$ cat src/rtl/register_bank.sv
// rtl/register_bank.sv - multi-register storage with LOAD/INC/DEC/CLR write port, two registered read ports
// Reads and flags are all registered, so no combinational path exists from any input to any output.
module register_bank #(
  parameter int SIZE     = 8,
  parameter int NUM_REGS = 4,
  parameter int ADDR_W   = 2,
  parameter int BYPASS   = 1
) (
  input  logic              Clock,
  input  logic              Reset,
  input  logic              Enable,
  input  logic              WrEn,
  input  logic [ADDR_W-1:0] WrAddr,
  input  logic [1:0]        WrMode,
  input  logic [SIZE-1:0]   WrData,
  input  logic [ADDR_W-1:0] RdAddrA,
  input  logic [ADDR_W-1:0] RdAddrB,
  output logic [SIZE-1:0]   RdDataA,
  output logic [SIZE-1:0]   RdDataB,
  output logic              ZeroFlag,
  output logic              CarryFlag
);

  localparam logic [1:0] MODE_LOAD = 2'b00;
  localparam logic [1:0] MODE_INC  = 2'b01;
  localparam logic [1:0] MODE_DEC  = 2'b10;

  logic [SIZE-1:0] regs_q [NUM_REGS];
  logic [SIZE-1:0] regs_d [NUM_REGS];
  logic [SIZE-1:0] rd_a_q, rd_a_d;
  logic [SIZE-1:0] rd_b_q, rd_b_d;
  logic            zero_q, zero_d;
  logic            carry_q, carry_d;

  logic            wr_hit;
  logic [SIZE-1:0] wr_cur;
  logic [SIZE-1:0] wr_nv;
  logic            wr_carry;
  logic [SIZE-1:0] rd_a_cur, rd_b_cur;
  logic            rd_a_fwd, rd_b_fwd;

  // Address decode; out-of-range addresses never match, so reads of them return 0.
  always_comb begin
    wr_hit   = 1'b0;
    wr_cur   = '0;
    rd_a_cur = '0;
    rd_b_cur = '0;
    for (int i = 0; i < NUM_REGS; i++) begin
      if (WrAddr == i[ADDR_W-1:0]) begin
        wr_hit = WrEn;
        wr_cur = regs_q[i];
      end
      if (RdAddrA == i[ADDR_W-1:0]) rd_a_cur = regs_q[i];
      if (RdAddrB == i[ADDR_W-1:0]) rd_b_cur = regs_q[i];
    end
  end

  always_comb begin
    wr_nv    = '0;
    wr_carry = 1'b0;
    case (WrMode)
      MODE_LOAD: wr_nv = WrData;
      MODE_INC: begin
        wr_nv    = wr_cur + SIZE'(1);
        wr_carry = (wr_cur == '1);
      end
      MODE_DEC: begin
        wr_nv    = wr_cur - SIZE'(1);
        wr_carry = (wr_cur == '0);
      end
      default: wr_nv = '0;
    endcase
  end

  always_comb begin
    regs_d  = regs_q;
    zero_d  = zero_q;
    carry_d = carry_q;
    for (int i = 0; i < NUM_REGS; i++) begin
      if (wr_hit && (WrAddr == i[ADDR_W-1:0])) regs_d[i] = wr_nv;
    end
    if (wr_hit) begin
      zero_d  = (wr_nv == '0);
      carry_d = wr_carry;
    end
  end

  // Forwarding only applies when the read address actually hits the register being written.
  always_comb begin
    rd_a_fwd = (BYPASS != 0) && wr_hit && (RdAddrA == WrAddr);
    rd_b_fwd = (BYPASS != 0) && wr_hit && (RdAddrB == WrAddr);
    rd_a_d   = rd_a_fwd ? wr_nv : rd_a_cur;
    rd_b_d   = rd_b_fwd ? wr_nv : rd_b_cur;
  end

  always_ff @(posedge Clock) begin
    if (Reset) begin
      for (int i = 0; i < NUM_REGS; i++) regs_q[i] <= '0;
      rd_a_q  <= '0;
      rd_b_q  <= '0;
      zero_q  <= 1'b0;
      carry_q <= 1'b0;
    end else if (Enable) begin
      regs_q  <= regs_d;
      rd_a_q  <= rd_a_d;
      rd_b_q  <= rd_b_d;
      zero_q  <= zero_d;
      carry_q <= carry_d;
    end
  end

  assign RdDataA   = rd_a_q;
  assign RdDataB   = rd_b_q;
  assign ZeroFlag  = zero_q;
  assign CarryFlag = carry_q;

endmodule

$ cat config.mk
export PLATFORM = sky130hd
export DESIGN_NAME = register_bank
export DESIGN_NICKNAME = d
export VERILOG_FILES = /design/src/rtl/register_bank.sv
export SDC_FILE = /design/constraint.sdc
export NUM_CORES = 1
export LEC_CHECK = 0
export BUFFER_PORTS_ARGS = -buffer_cell sky130_fd_sc_hd__buf_2
export CORE_MARGIN = 5
export CORE_UTILIZATION = 35
export CTS_BUF_LIST = sky130_fd_sc_hd__clkbuf_4 sky130_fd_sc_hd__clkbuf_8
export CTS_CLUSTER_DIAMETER = 200
export DETAILED_ROUTE_END_ITERATION = 8
export MAX_ROUTING_LAYER = met4
export PLACE_DENSITY = 0.5
export SYNTH_ARGS = -nofsm -noshare
export SYNTH_HDL_FRONTEND = slang
export SYNTH_SLANG_ARGS = --single-unit
$ cat constraint.sdc
create_clock -name Clock -period 9.3 [get_ports Clock]
set_clock_uncertainty 0.15 [all_clocks]
set_input_delay 1.86 -clock Clock [delete_from_list [all_inputs] [get_ports Clock]]
set_output_delay 1.86 -clock Clock [all_outputs]
set_load 0.1 [all_outputs]
==> reports/summary.txt <==
Final Net Count -> 390
Max Freq -> 212 MHz
ANT cells -> 0
post-synthesis register bit count -> 50
H-tree levels -> 2
TritonCTS clock tree -> yes
post_cts resized -> 0
area of the mapped netlist -> 3150 um^2
CP Max Fanout -> 17
cell taking the most area after synthesis -> dfxtp_1
Yosys top cell area share -> 31.8%
setup TNS -> 0 ps
CTS Root Buffer Type -> clkbuf_8
WL/cell -> 19.3 um
critical path arrival -> 4830 ps
GRT Total Usage -> 17.0%
Setup violations, final -> 0
first-pass GRT wire length -> 14700 um
RD Place Congestion -> 0.894
crit end category -> flop
DRT Wirelength -> 9010 um
Max Root-Sink Buffers -> 2
initial antenna violation count -> 0
final hold violation count -> 0
CP Class -> primary input to flop
area delta synth->final -> 10.4%
Die Wd -> 105 um
Post-synth top flop -> dfxtp_1
worst endpoint required time -> 9410 ps
Filler Cell Count -> 896
HPWL Detailed -> 6450 um
Core Rows -> 34
Clock Latency Late Sink -> 310 ps
clock transition at the registers of the reported paths -> 100 ps
hold slack final -> 304 ps
Via Count -> 2696
asr flop ratio synth -> 0%
share of cells above drive strength 1 -> 20.4%
DIE HEIGHT -> 105 um
Iter 0 DRT Violations -> 127
number of global-route vias before repair -> 2753
router iterations before antenna repair -> 4
Post-synth EDFFs -> 0
Core ar. -> 8720 um^2
port buffer count -> 37
largest net degree at the start of global routing -> 56
vias per cell -> 5.79
Pleak -> 1.38 nW
CP Launch Type -> primary input
TritonCTS Sinks -> 50
DR DRC count -> 0
sequential share of the synthesized area -> 31.8%
CTS buffer count -> 5
Antenna Nets Post-Route -> 0
minimum clock period -> 4720 ps
fin crit share -> 50.8%
Unique masters post-synth -> 50
register area -> 1000 um^2
Slew headroom -> 40.1%
Post CTS Setup Buffer Count -> 0
Synth Instances -> 337
hold buffers post-CTS -> 0
synth top area cells -> dfxtp_1 32%, mux4_2 14%, nor2_1 6.0%
yosys warns -> 0
Slew Viols, Final -> 0
most frequent cells in the layout -> 50 x dfxtp_1, 50 x nor2_1, 37 x buf_2, 31 x nand2_1, 24 x a211oi_1
PD cells -> 140 nW/um^2
initial cell density of the core -> 36.1%
syn nets -> 370
multi-input logic area -> 2010 um^2
I/O Pins -> 38
RSZ-0062 raised after global routing -> false
die area -> 11000 um^2
worst-margin pin slew -> 899 ps
VDD IR max -> 0.0622 mV
status -> finished clean
syn avg cell area -> 9.33 um^2
GRT Residual Overflow -> 0
max cap viols -> 0
Hold Crit Class -> flop to flop
## cell type report
| class | instances | area share (%) |
|---|---|---|
| multi-input cells | 253 | 57.8 |
| clock buffers | 6 | 2.38 |
| inverters | 7 | 0.756 |
| well taps | 108 | 3.89 |
| repair buffers | 40 | 5.98 |
| flip-flops and latches | 50 | 28.8 |
| clock inverters | 2 | 0.360 |
## through the flow
step                total power [mW]  setup WS (ps)  area (um^2)  util (%)  instances
floorplan                      0.325           4690         3150         -        337
global placement               0.352           4300         3380      38.7        458
detailed placement             0.352           4250         3380      38.7        458
CTS                            0.490           4570         3470      39.8        466
global route                   0.511           4460         3470      39.8        466
finish                         0.485           4580         3470      39.8        466
## power by group
part           switching, mW  internal [mW]  leakage [nW]
Sequential           0.00586          0.222         0.407
Clock                 0.0788         0.0600        0.0472
Combinational         0.0833         0.0355         0.925
Total                  0.168          0.317          1.38
## flip-flops by register name, summed over array words and instances, names as in the netlist
signal	flops
RdDataB	8
CarryFlag	1
ZeroFlag	1
RdDataA	8
regs_q	32
## worst paths after layout
path	slack, ps	end	cells after the start	startpoint
max reg2reg	6190	ZeroFlag	8	regs_q[18]
max	4580	ZeroFlag	9	WrAddr[1]
min	300	CarryFlag	2	CarryFlag
min reg2reg	300	CarryFlag	2	CarryFlag
## cells by family (layout without fill, tap and decap cells)
group,Yosys count,after routing,share of synthesized area (%)
buf+inv,34,55,4.34
compound gates,79,79,19.1
fa+ha+maj,13,13,5.41
mux,29,29,19.3
xor+xnor,7,7,1.95
simple gates,125,125,18.1
flops,50,50,31.8
## cell usage after synthesis (2+ instances only)
| cell type | count |
|---|---|
| a211oi_1 | 24 |
| a21o_1 | 2 |
| a21oi_1 | 12 |
| a22oi_1 | 4 |
| a311oi_1 | 3 |
| and3_1 | 2 |
| buf_1 | 5 |
| clkbuf_1 | 20 |
| dfxtp_1 | 50 |
| ha_1 | 12 |
| inv_1 | 7 |
| mux2i_1 | 4 |
| mux4_1 | 4 |
| mux4_2 | 20 |
| nand2_1 | 31 |
| nand3_1 | 9 |
| nand3b_1 | 5 |
| nor2_1 | 50 |
| nor2b_1 | 3 |
| nor3_1 | 13 |
| nor4_1 | 2 |
| o2111a_1 | 2 |
| o211a_1 | 8 |
| o211ai_1 | 2 |
| o21ai_0 | 6 |
| o31a_1 | 3 |
| o31ai_1 | 6 |
| xnor2_1 | 6 |
## metal layers
layer  share of wire (%)  GRT usage (%)
met1                  47           22.4
met4                 1.3           3.93
met5                   0              -
met2                  49           27.7
met3                 3.0           2.59
## worst max-delay path: stages
cell,delay (ps)
buf_2,340
mux4_2,620
ha_1,360
nor2b_1,170
o21a_1,170
or3_1,310
a32oi_1,560
and4_1,300
a41o_1,160
No activity file was read; power rests on OpenSTA's default activity.
